**config.mk**
```make
export PLATFORM = sky130hd
export DESIGN_NAME = itoh_tsuji_ctrl_flat
export DESIGN_NICKNAME = d
export VERILOG_FILES = /design/src/rtl/itoh_tsuji_ctrl_if.sv /design/src/rtl/itoh_tsuji_ctrl.sv /design/src/flat_wrapper.sv
export SDC_FILE = /design/constraint.sdc
export NUM_CORES = 1
export LEC_CHECK = 0
export BUFFER_PORTS_ARGS = -buffer_cell sky130_fd_sc_hd__buf_4
export CORE_AREA = 2 2 55 42
export DETAILED_ROUTE_END_ITERATION = 8
export DIE_AREA = 0 0 57 44
export PLACE_DENSITY_LB_ADDON = 0.25
export SETUP_SLACK_MARGIN = 0.05
export SYNTH_ARGS = -nofsm -noshare
export SYNTH_HDL_FRONTEND = slang
export SYNTH_SLANG_ARGS = --single-unit
export TNS_END_PERCENT = 10
```
**constraint.sdc**
```tcl
create_clock -name CLK -period 2.1 [get_ports CLK]
set_clock_uncertainty 0.2 [all_clocks]
set_input_delay 0 -clock CLK [delete_from_list [all_inputs] [get_ports CLK]]
set_output_delay 0 -clock CLK [all_outputs]
set_load 0.02 [all_outputs]
```
**src/rtl/itoh_tsuji_ctrl_if.sv**
```systemverilog
// Control bundle between the Itoh-Tsuji sequencer (master) and the
// datapath / multiplier / host side (slave).
interface itoh_tsuji_ctrl_if;
    logic       start;
    logic       mul_ack;
    logic       busy;
    logic       done;
    logic       err;
    logic       ld_en;
    logic       sq_en;
    logic       acc_ld;
    logic       mul_req;
    logic [1:0] rd_sel;
    logic [1:0] wr_sel;
    logic [2:0] step;

    modport master (
        input  start, mul_ack,
        output busy, done, err, ld_en, sq_en, acc_ld, mul_req,
               rd_sel, wr_sel, step
    );

    modport slave (
        output start, mul_ack,
        input  busy, done, err, ld_en, sq_en, acc_ld, mul_req,
               rd_sel, wr_sel, step
    );
endinterface

```
**src/rtl/itoh_tsuji_ctrl.sv**
```systemverilog
// Sequencer for GF(2^8) inversion via the addition chain 1,2,3,6,7:
// a^-1 = (beta_7)^2. Pure control; never touches field data.
module itoh_tsuji_ctrl #(
    parameter int MUL_TO = 16,
    parameter int TO_W   = 5
) (
    input  logic               CLK,
    input  logic               RST_N,
    itoh_tsuji_ctrl_if.master  bus
);

    typedef enum logic [3:0] {
        S_IDLE, S_LOAD, S_SQR, S_RD, S_MUL, S_WR, S_FINAL, S_DONE, S_ERR
    } state_t;

    state_t          state_q, state_d;
    logic [2:0]      step_q,  step_d;
    logic [1:0]      sq_q,    sq_d;
    logic [TO_W-1:0] to_q,    to_d;
    logic            err_q,   err_d;

    logic [1:0]      sq_last;
    logic [1:0]      ops;

    localparam logic [TO_W-1:0] TO_LAST = TO_W'(MUL_TO - 1);

    // Chain table: step 3 squares three times and multiplies by beta_3 in slot1
    assign sq_last = (step_q == 3'd3) ? 2'd2 : 2'd0;
    assign ops     = (step_q == 3'd3) ? 2'b01 : 2'b00;

    always_ff @(posedge CLK or negedge RST_N) begin
        if (!RST_N) begin
            state_q <= S_IDLE;
            step_q  <= 3'd0;
            sq_q    <= 2'd0;
            to_q    <= '0;
            err_q   <= 1'b0;
        end else begin
            state_q <= state_d;
            step_q  <= step_d;
            sq_q    <= sq_d;
            to_q    <= to_d;
            err_q   <= err_d;
        end
    end

    always_comb begin
        state_d = state_q;
        step_d  = step_q;
        sq_d    = sq_q;
        to_d    = '0;
        err_d   = err_q;
        case (state_q)
            S_IDLE: begin
                if (bus.start) begin
                    state_d = S_LOAD;
                    step_d  = 3'd1;
                    err_d   = 1'b0;
                end
            end
            S_LOAD: begin
                state_d = S_SQR;
                sq_d    = 2'd0;
            end
            S_SQR: begin
                if (sq_q == sq_last) begin
                    sq_d    = 2'd0;
                    state_d = S_RD;
                end else begin
                    sq_d = sq_q + 2'd1;
                end
            end
            S_RD: state_d = S_MUL;
            S_MUL: begin
                // Timeout counter only runs here; every other state holds it at 0
                if (bus.mul_ack) begin
                    if (step_q == 3'd2) begin
                        state_d = S_WR;
                    end else if (step_q == 3'd4) begin
                        state_d = S_FINAL;
                    end else begin
                        step_d  = step_q + 3'd1;
                        state_d = S_SQR;
                    end
                end else if (to_q == TO_LAST) begin
                    state_d = S_ERR;
                    err_d   = 1'b1;
                end else begin
                    to_d = to_q + 1'b1;
                end
            end
            S_WR: begin
                step_d  = step_q + 3'd1;
                state_d = S_SQR;
            end
            S_FINAL: state_d = S_DONE;
            S_DONE, S_ERR: begin
                state_d = S_IDLE;
                step_d  = 3'd0;
            end
            default: state_d = S_IDLE;
        endcase
    end

    always_comb begin
        bus.busy    = 1'b0;
        bus.done    = 1'b0;
        bus.ld_en   = 1'b0;
        bus.sq_en   = 1'b0;
        bus.acc_ld  = 1'b0;
        bus.mul_req = 1'b0;
        bus.rd_sel  = 2'b00;
        bus.wr_sel  = 2'b00;
        bus.err     = err_q;
        bus.step    = step_q;
        case (state_q)
            S_LOAD: begin
                bus.busy   = 1'b1;
                bus.ld_en  = 1'b1;
                bus.wr_sel = 2'b10;
            end
            S_SQR: begin
                bus.busy  = 1'b1;
                bus.sq_en = 1'b1;
            end
            S_RD: begin
                bus.busy   = 1'b1;
                bus.rd_sel = ops;
            end
            S_MUL: begin
                // Storage read is registered, so rd_sel must stay put for the whole wait
                bus.busy    = 1'b1;
                bus.mul_req = 1'b1;
                bus.acc_ld  = bus.mul_ack;
                bus.rd_sel  = ops;
            end
            S_WR: begin
                bus.busy   = 1'b1;
                bus.wr_sel = 2'b01;
            end
            S_FINAL: begin
                bus.busy  = 1'b1;
                bus.sq_en = 1'b1;
            end
            S_DONE:  bus.done = 1'b1;
            default: ;
        endcase
    end

endmodule

```
**src/flat_wrapper.sv**
```systemverilog
// flat-port wrapper written by rule: the top's interface ports become plain ports
module itoh_tsuji_ctrl_flat 
#(
    parameter int MUL_TO = 16,
    parameter int TO_W   = 5
)
  (CLK, RST_N, bus_start, bus_mul_ack, bus_busy, bus_done, bus_err, bus_ld_en, bus_sq_en, bus_acc_ld, bus_mul_req, bus_rd_sel, bus_wr_sel, bus_step);
  itoh_tsuji_ctrl_if bus_i ();
  input  logic CLK;
  input  logic RST_N;
  input wire logic [$bits(bus_i.start)-1:0] bus_start;
  input wire logic [$bits(bus_i.mul_ack)-1:0] bus_mul_ack;
  output wire logic [$bits(bus_i.busy)-1:0] bus_busy;
  output wire logic [$bits(bus_i.done)-1:0] bus_done;
  output wire logic [$bits(bus_i.err)-1:0] bus_err;
  output wire logic [$bits(bus_i.ld_en)-1:0] bus_ld_en;
  output wire logic [$bits(bus_i.sq_en)-1:0] bus_sq_en;
  output wire logic [$bits(bus_i.acc_ld)-1:0] bus_acc_ld;
  output wire logic [$bits(bus_i.mul_req)-1:0] bus_mul_req;
  output wire logic [$bits(bus_i.rd_sel)-1:0] bus_rd_sel;
  output wire logic [$bits(bus_i.wr_sel)-1:0] bus_wr_sel;
  output wire logic [$bits(bus_i.step)-1:0] bus_step;
  assign bus_i.start = bus_start;
  assign bus_i.mul_ack = bus_mul_ack;
  assign bus_busy = bus_i.busy;
  assign bus_done = bus_i.done;
  assign bus_err = bus_i.err;
  assign bus_ld_en = bus_i.ld_en;
  assign bus_sq_en = bus_i.sq_en;
  assign bus_acc_ld = bus_i.acc_ld;
  assign bus_mul_req = bus_i.mul_req;
  assign bus_rd_sel = bus_i.rd_sel;
  assign bus_wr_sel = bus_i.wr_sel;
  assign bus_step = bus_i.step;
  itoh_tsuji_ctrl #(.MUL_TO(MUL_TO), .TO_W(TO_W)) u_core (.CLK(CLK), .RST_N(RST_N), .bus(bus_i));
endmodule
```
# After elaboration in Yosys (flattened, before gate mapping)
# Cells that the tools add are included.
totals:
  word_cells: 72
  register_bits: 15
  in_bits: 4
classes:
  muxes: 31
  n_reduce_logical: 12
  add_sub_neg: 3
  eq_ne: 21
op_table:
  columns: ["op", "count"]
  rows:
  - ["one-hot mux 4 bit (6 select lines)", 1]
  - ["two-way mux 4 bit", 5]
  - ["== test 4 x 3 -> 1 bit (second input constant)", 4]
  - ["two-way mux 3 bit", 5]
  - ["two-way mux 5 bit", 3]
  - ["one-hot mux 3 bit (4 select lines)", 1]
  - ["two-way mux 1 bit", 10]
  - ["inequality test 2 bit (second input constant)", 5]
  - ["== test 4 x 2 -> 1 bit (second input constant)", 2]
  - ["one-hot mux 2 bit (2 select lines)", 2]
  - ["OR reduction 2 bit", 4]
  - ["== test 3 x 2 -> 1 bit (second input constant)", 2]
  - ["two-way mux 2 bit", 3]
  - ["OR reduction 6 bit", 1]
  - ["adder 5 x 1 -> 5 bit (second input constant)", 1]
  - ["== test 5 x 4 -> 1 bit (second input constant)", 1]
  - ["AND reduction 5 bit", 1]
  - ["== test 4 x 1 -> 1 bit (second input constant)", 1]
  - ["== test 4 bit (second input constant)", 1]
  - ["zero test 4 bit", 1]
  - ["inequality test 2 x 1 -> 1 bit (second input constant)", 2]
  - ["AND reduction 4 bit", 1]
  - ["nonzero test 2 bit", 2]
  - ["nonzero test 4 bit", 1]
  - ["7 further kinds", 7]

# Depth between registers and ports, before layout
# Gate-level depths: netlist of the first run.
depth:
  word_depth: 5
  ltp_mapped: 6
  mapped_depth_nobuf: 6

# Worst setup path before layout of the first run
# No wires, ideal clock.
synth_timing:
  path_kind: "register -> register"
  from: "register u_core.state_q[1]"
  to: "register u_core.state_q[0]"
  path_buffers: 1
  t_arrival_ns: 1.399
  required_time_ns: 1.778
  stages_incl_launch_ff: 6
  path_slack_ns: 0.380
  path_cell_list: "dfrtp_1 buf_6 nor4b_4 o211ai_4 o211ai_2 nor2_1"
synth_via:
  elab_chain_cells: 3
  elab_cells_between_ends: 13
  cone_classes: "eq/ne (9); mux (1); reduce/logical (3)"
synth_rtl:
  columns: ["item", "line", "text"]
  rows:
  - ["from (decl)", "itoh_tsuji_ctrl.sv:16", "state_t state_q, state_d;"]
  - ["from (signal assigned)", "itoh_tsuji_ctrl.sv:39", "state_q <= state_d;"]
  - ["== test 4 x 1 -> 1 bit, or another cell as far along", "itoh_tsuji_ctrl.sv:53", "case (state_q)"]
  - ["OR reduction 2 bit (no line), or another cell as far along", null, null]
  - ["one-hot mux 4 bit (6 select lines) / AND reduction 3 bit (equally long branches)", null, null]
# Several ways; a longest one is shown, not always the timed one.
# A chain may end at the register's enable or synchronous reset.

# Worst setup path in the final report of the first run
layout_timing:
  from: "register u_core.state_q[1]"
  to: "register u_core.step_q[0], in the netlist u_core.bus.step[0]"
layout_via:
  elab_chain_cells: 4
  elab_cells_between_ends: 13
  cone_classes: "eq/ne (8); mux (1); reduce/logical (4)"
layout_rtl:
  columns: ["item", "line", "text"]
  rows:
  - ["== test 4 x 3 -> 1 bit / == test 4 bit (equally long branches)", "itoh_tsuji_ctrl.sv:53", null]
  - ["OR reduction 2 bit", "itoh_tsuji_ctrl.sv:53", null]
  - ["nonzero test 4 bit (no line)", null, null]
  - ["AND reduction 5 bit (no line)", null, null]
  - ["to (signal assigned)", "itoh_tsuji_ctrl.sv:40", "step_q <= step_d;"]
  - ["to (decl)", "itoh_tsuji_ctrl.sv:17", "logic [2:0] step_q, step_d;"]
# Several ways; a longest one is shown, not always the timed one.

==> results of run 1 <==
-- cells by family (layout without fill, tap and decap cells) --
| family | after synthesis | in the layout |
|---|---|---|
| muxes | 3 | 3 |
| buffers and inverters | 15 | 34 |
| adders and majority gates | 5 | 5 |
| DFF | 15 | 15 |
| other | 1 | 1 |
| and+or+nand+nor | 43 | 43 |
| AOI/OAI and AO/OA | 24 | 24 |
| xor gates and xnor gates | 5 | 5 |
-- power by group through the flow --
stage	registers, uW	clock network, uW	logic [uW]
floorplan	414	0	685
finish	522	166	766
global placement	522	0	736
global route	544	195	846
CTS	518	176	756
detailed placement	526	0	747
-- what timing repair did --
item                                    CTS  global route
endpoints found under the setup margin    0             2
hold buffers                              4             0
hold endpoints to repair                 28             0
setup buffers                             0             2
-- metrics by stage --
stage	hold slack (ps)	instance area [um2]	worst slack (ps)	total power (uW)	cells
2_1_floorplan	-496	1010	380	1100	111
3_3_place_gp	-337	1110	256	1260	144
3_5_place_dp	-335	1110	221	1270	144
4_1_cts	267	1180	90.1	1450	152
5_1_grt	291	1200	36.0	1580	154
6_report	263	1200	212	1450	154
-- path summary, 6_finish.rpt --
path                              startpoint                  to  slack [ps]  cells after the start
min reg2reg                   u_core.to_q[0]      u_core.to_q[0]         260                      1
max in group asynchronous              RST_N      u_core.sq_q[1]         660                      3
min in group asynchronous              RST_N      u_core.to_q[3]         610                      3
max reg2reg                u_core.state_q[1]  u_core.bus.step[0]         210                      4
max                        u_core.state_q[1]  u_core.bus.step[0]         210                      4
min                           u_core.to_q[0]      u_core.to_q[0]         260                      1
-- area by class of cell --
| cell class | instances | area, um2 |
|---|---|---|
| Timing Repair Buffer | 23 | 183 |
| Inverter | 7 | 26.3 |
| Clock buffer | 3 | 22.5 |
| Fill cell | 195 | 800 |
| Clock inverter | 1 | 5.00 |
| Sequential cell | 15 | 375 |
| Multi-Input combinational cell | 81 | 556 |
| Tap cell | 24 | 30.0 |
-- cell usage after synthesis (all sizes together) --
library cell  instances
nand2b                5
xnor2                 3
o221ai                1
xor2                  2
nor4b                 1
a31oi                 4
buf                   8
nor3                  1
o21ai                 2
nand3                 2
and3                  1
o211ai                2
o41ai                 1
o2bb2ai               1
o21bai                1
a211oi                2
nor3b                 1
and2                  2
o31ai                 1
a21oi                 6
nand2                 7
o22ai                 1
nor4                  2
nand3b                1
a22oi                 1
conb                  1
mux2i                 3
ha                    5
a221oi                1
and4b                 1
nor2                 17
nor2b                 2
dfrtp                15
inv                   7
-- worst max-delay path, stage by stage, from the launching register on --
cell	delay, ps
dfrtp_1	720
inv_1	140
and2_1	210
a31oi_2	330
mux2i_1	230
-- state kept, by name (all words and copies together) (netlist names) --
name and cells:
u_core.bus.step 3, u_core.state_q 4, u_core.bus.err 1, u_core.sq_q 2, u_core.to_q 5
-- routing by layer --
metal / vias to the layer above / GRT usage, %
met5: - / 0
met4: 0 / 2.79
met3: 0 / 6.27
met2: 18 / 29.9
met1: 412 / 27.5
li1: 418 / -
==> results.json, run 1 <==
{
  "status": "completed",
  "min_path_type": "reg -> reg",
  "leakage_uw": 0.000570,
  "cts.sinks": 15,
  "synth.cell_area_um2": 1010,
  "cts-root-buf": "clkbuf_4",
  "synth-xor-area-share_pct": 4.32,
  "gp_congestion": 0.811,
  "final_common_cell": "buf_4",
  "finalHoldViolCount": 0,
  "drive_gt1_share_pct": 21.5,
  "area_delta_synth_final_pct": 18.0,
  "yosysWarnings": 0,
  "peakVddDrop_mv": 0.693,
  "num_rows": 14,
  "power_frac_comb_pct": 52.7,
  "die_w_um": 57,
  "min_period_over_period_pct": 89.9,
  "cts_inserted_buffers": 3,
  "die_area_um2": 2510,
  "tightestPinTransition_ps": 671,
  "met2_length_um": 1010,
  "max_freq_mhz": 530,
  "worstPathArrival_ps": 1900,
  "dp_hpwl_um": 1540,
  "synth_seq_cells": 15,
  "avgViaCountPerCell": 5.51,
  "ant_nets": 0,
  "crit_fanout": 17,
  "grt_start_max_net_pins": 19,
  "post-route-util_pct": 60.0,
  "path_clk_slew_ps": 100,
  "postCtsResizedCells": 0,
  "synthCells": 111,
  "finalNetCount": 140,
  "grt.total_usage_pct": 19.4,
  "core-area_um2": 2000,
  "wl_met3_um": 78,
  "htreeDepth": 1,
  "die_h_um": 44,
  "clockBufferDepth": 2,
  "synth_top_cell_area_share_pct": 37.0,
  "final.setup.tns_ps": 0,
  "grt_pass1_vias": 777,
  "syn_area_per_cell_um2": 9.14,
  "syn-num-nets": 120,
  "synthSimpleGateAreaFrac_pct": 22.8,
  "diodes": 0,
  "m1WireLength_um": 1020,
  "synthAdderAreaFrac_pct": 6.17,
  "port-buffer-count": 16,
  "num_io_pins": 18,
  "power_density_nw_per_um2": 1210,
  "finalSetupViolCount": 0,
  "highest_layer": "met3",
  "power_frac_seq_pct": 35.9,
  "switchingPower_uw": 670,
  "drv_cap": 0,
  "slew_headroom_pct": 55.1,
  "initial_core_util_pct": 50.8,
  "vias": 848,
  "drt_iter0_drc": 20,
  "ys_types": 39,
  "drc": 0,
  "layout_common_cells": "buf_4 (19), nor2_1 (17), dfrtp_1 (15)",
  "switching_share_pct": 46.1,
  "synth-compound-area-share_pct": 18.1,
  "antenna_found_initial": 0,
  "cp.required_ps": 2120,
  "dr.pass1.iters": 4,
  "synth_top_family_by_area": "simple AND/OR/NAND/NOR gates",
  "start_kind": "flip-flop",
  "slew_violations": 0,
  "grt_pass1_wl_um": 3730,
  "clk_latency_ps": 290,
  "cts_tree": "done",
  "yosysSeqAreaShare_pct": 37.0,
  "wirelength_um": 2110,
  "synth_top_cell_by_area": "dfrtp_1",
  "synth_mux_area_share_pct": 2.96,
  "gr-total-overflow": 0,
  "min_period_ps": 1890,
  "rsz0062_at_grt": "yes",
  "cp-end-kind": "flip-flop",
  "path_class": "reg -> reg",
  "clock_power_share_pct": 11.4,
  "wl_per_cell_um": 13.7,
  "synthTopCellsByArea": "dfrtp_1 (37%), nor2_1 (6.3%), ha_1 (6.2%)",
  "internal-power_uw": 784
}
Note: power is estimated with default switching activity, not from simulation.
==> inputs of run 2 (changes only) <==
CORE_AREA = 3 3 56 43   (was 2 2 55 42)
CTS_BUF_LIST = sky130_fd_sc_hd__clkbuf_16   (was unset)
DIE_AREA = 0 0 59 46   (was 0 0 57 44)
==> results.json, run 2 (synthesized netlist as in run 1, its figures left out) <==
{
  "status": "completed",
  "reg2reg_to": "u_core.bus.step[2]",
  "max_freq_mhz": 520,
  "crit_end": "bus_acc_ld",
  "r2r_slack_ps": 220,
  "cts.sinks": 15,
  "pre_cts_slack_ps": 238,
  "cp-startpoint": "u_core.state_q[3]",
  "min_path_type": "reg -> reg",
  "path_clk_slew_ps": 50,
  "antenna_found_initial": 0,
  "diodes": 0,
  "finalNetCount": 139,
  "area_delta_synth_final_pct": 22.2,
  "die_w_um": 59,
  "drive_gt1_share_pct": 20.9,
  "holdWs_ps": 259,
  "grt.total_usage_pct": 18.3,
  "slew_violations": 0,
  "dr.pass1.iters": 4,
  "gr-total-overflow": 0,
  "largest_reg_flops": 5,
  "layout_common_cells": "buf_4 (18), nor2_1 (17), dfrtp_1 (15)",
  "crit_chain": "nor4b_4, nand2_2, inv_1, buf_4",
  "cpPeakStageDelay_ps": 580,
  "htreeDepth": 1,
  "num_io_pins": 18,
  "ant_nets": 0,
  "finalSetupViolCount": 0,
  "drc": 0,
  "slew_headroom_pct": 52.4,
  "grt_pass1_vias": 789,
  "die_area_um2": 2710,
  "tightestPinTransition_ps": 711,
  "grt_pass1_wl_um": 3640,
  "crit_fanout": 15,
  "cts_tree": "done",
  "crit_path_top_delay_cell": "nor4b_4",
  "clockBufferDepth": 2,
  "worstPathArrival_ps": 1720,
  "wl_per_cell_um": 14.7,
  "core-area_um2": 1850,
  "path_class": "reg -> out",
  "initial_core_util_pct": 54.7,
  "gp_congestion": 0.758,
  "reg2reg_from": "u_core.state_q[3]",
  "dp_hpwl_um": 1550,
  "leakage_uw": 0.000588,
  "postCtsResizedCells": 0,
  "rsz0062_at_grt": "no",
  "wirelength_um": 2220,
  "start_kind": "flip-flop",
  "avgViaCountPerCell": 5.64,
  "cp-end-kind": "output port",
  "vias": 851,
  "cts_inserted_buffers": 3,
  "drt_iter0_drc": 45,
  "drv_cap": 0,
  "port-buffer-count": 16,
  "min_period_over_period_pct": 91.6,
  "die_h_um": 46,
  "num_rows": 13,
  "peakVddDrop_mv": 1.01,
  "power_density_nw_per_um2": 1350,
  "cts-root-buf": "clkbuf_16",
  "clk_latency_ps": 240,
  "post_cts_buffers": 0,
  "n_fill_cell": 146,
  "finalHoldViolCount": 0,
  "fin_ws_ps": 176,
  "final_common_cell": "buf_4",
  "final.setup.tns_ps": 0,
  "cp.required_ps": 1900,
  "grt_start_max_net_pins": 18,
  "top_register": "u_core.to_q",
  "min_period_ps": 1920,
  "r2r_cells": 4
}
-- run 2: cell types whose count changed in the layout (fill, tap and decap cells not counted), sizes merged --
cell / previous run / this run
buf: 19 / 18
-- run 2: repair_timing --
action | CTS | global route
hold buffers | 4 | 0
endpoints found under the hold margin | 28 | 0
endpoints found under the setup margin | 0 | 1
-- run 2: critical path, delay by kind of cell, from the launching register on --
| family | cells | cell delay, ps |
|---|---|---|
| AND/OR/NAND/NOR | 2 | 710 |
| flip-flops | 1 | 560 |
| buffers and inverters | 2 | 200 |
-- run 2: cell type report --
type | count | area [um2] | share of cell area (%)
repair buffers | 22 | 175 | 14.1
multi-input cells | 81 | 556 | 44.8
clock inverters | 1 | 5.00 | 0.404
clock buffers | 3 | 75.1 | 6.05
inverters | 7 | 26.3 | 2.12
flip-flops and latches | 15 | 375 | 30.3
well taps | 22 | 27.5 | 2.22
-- run 2: report_power, final --
group	internal [uW]	switching, uW	leakage, uW
sequential	347	167	0.000200
clock	254	119	0.0000409
combinational	368	421	0.000347
total	969	707	0.000588
-- run 2: metal layers --
layer / GRT usage, % / wire length, um
met5: 0 / 0
met2: 28.0 / 1050
met1: 25.0 / 1060
met4: 4.98 / 8
met3: 5.95 / 109
-- run 2: how the worst min path moves through the flow --
stage                        start  cells past startpoint             end
floorplan                    RST_N                      0  u_core.bus.err
global placement             RST_N                      1  u_core.to_q[3]
detailed placement           RST_N                      1  u_core.to_q[3]
CTS                 u_core.to_q[0]                      1  u_core.to_q[0]
global route        u_core.to_q[0]                      1  u_core.to_q[0]
finish              u_core.to_q[0]                      1  u_core.to_q[0]
-- run 2: through the flow --
stage	cells	total power [uW]	utilization, %	instance area, um2
4_1_cts	151	1680	66.9	1240
2_1_floorplan	111	1100	-	1010
3_5_place_dp	143	1290	60.4	1120
3_3_place_gp	143	1270	60.4	1120
5_1_grt	151	1780	66.9	1240
6_report	151	1680	66.9	1240
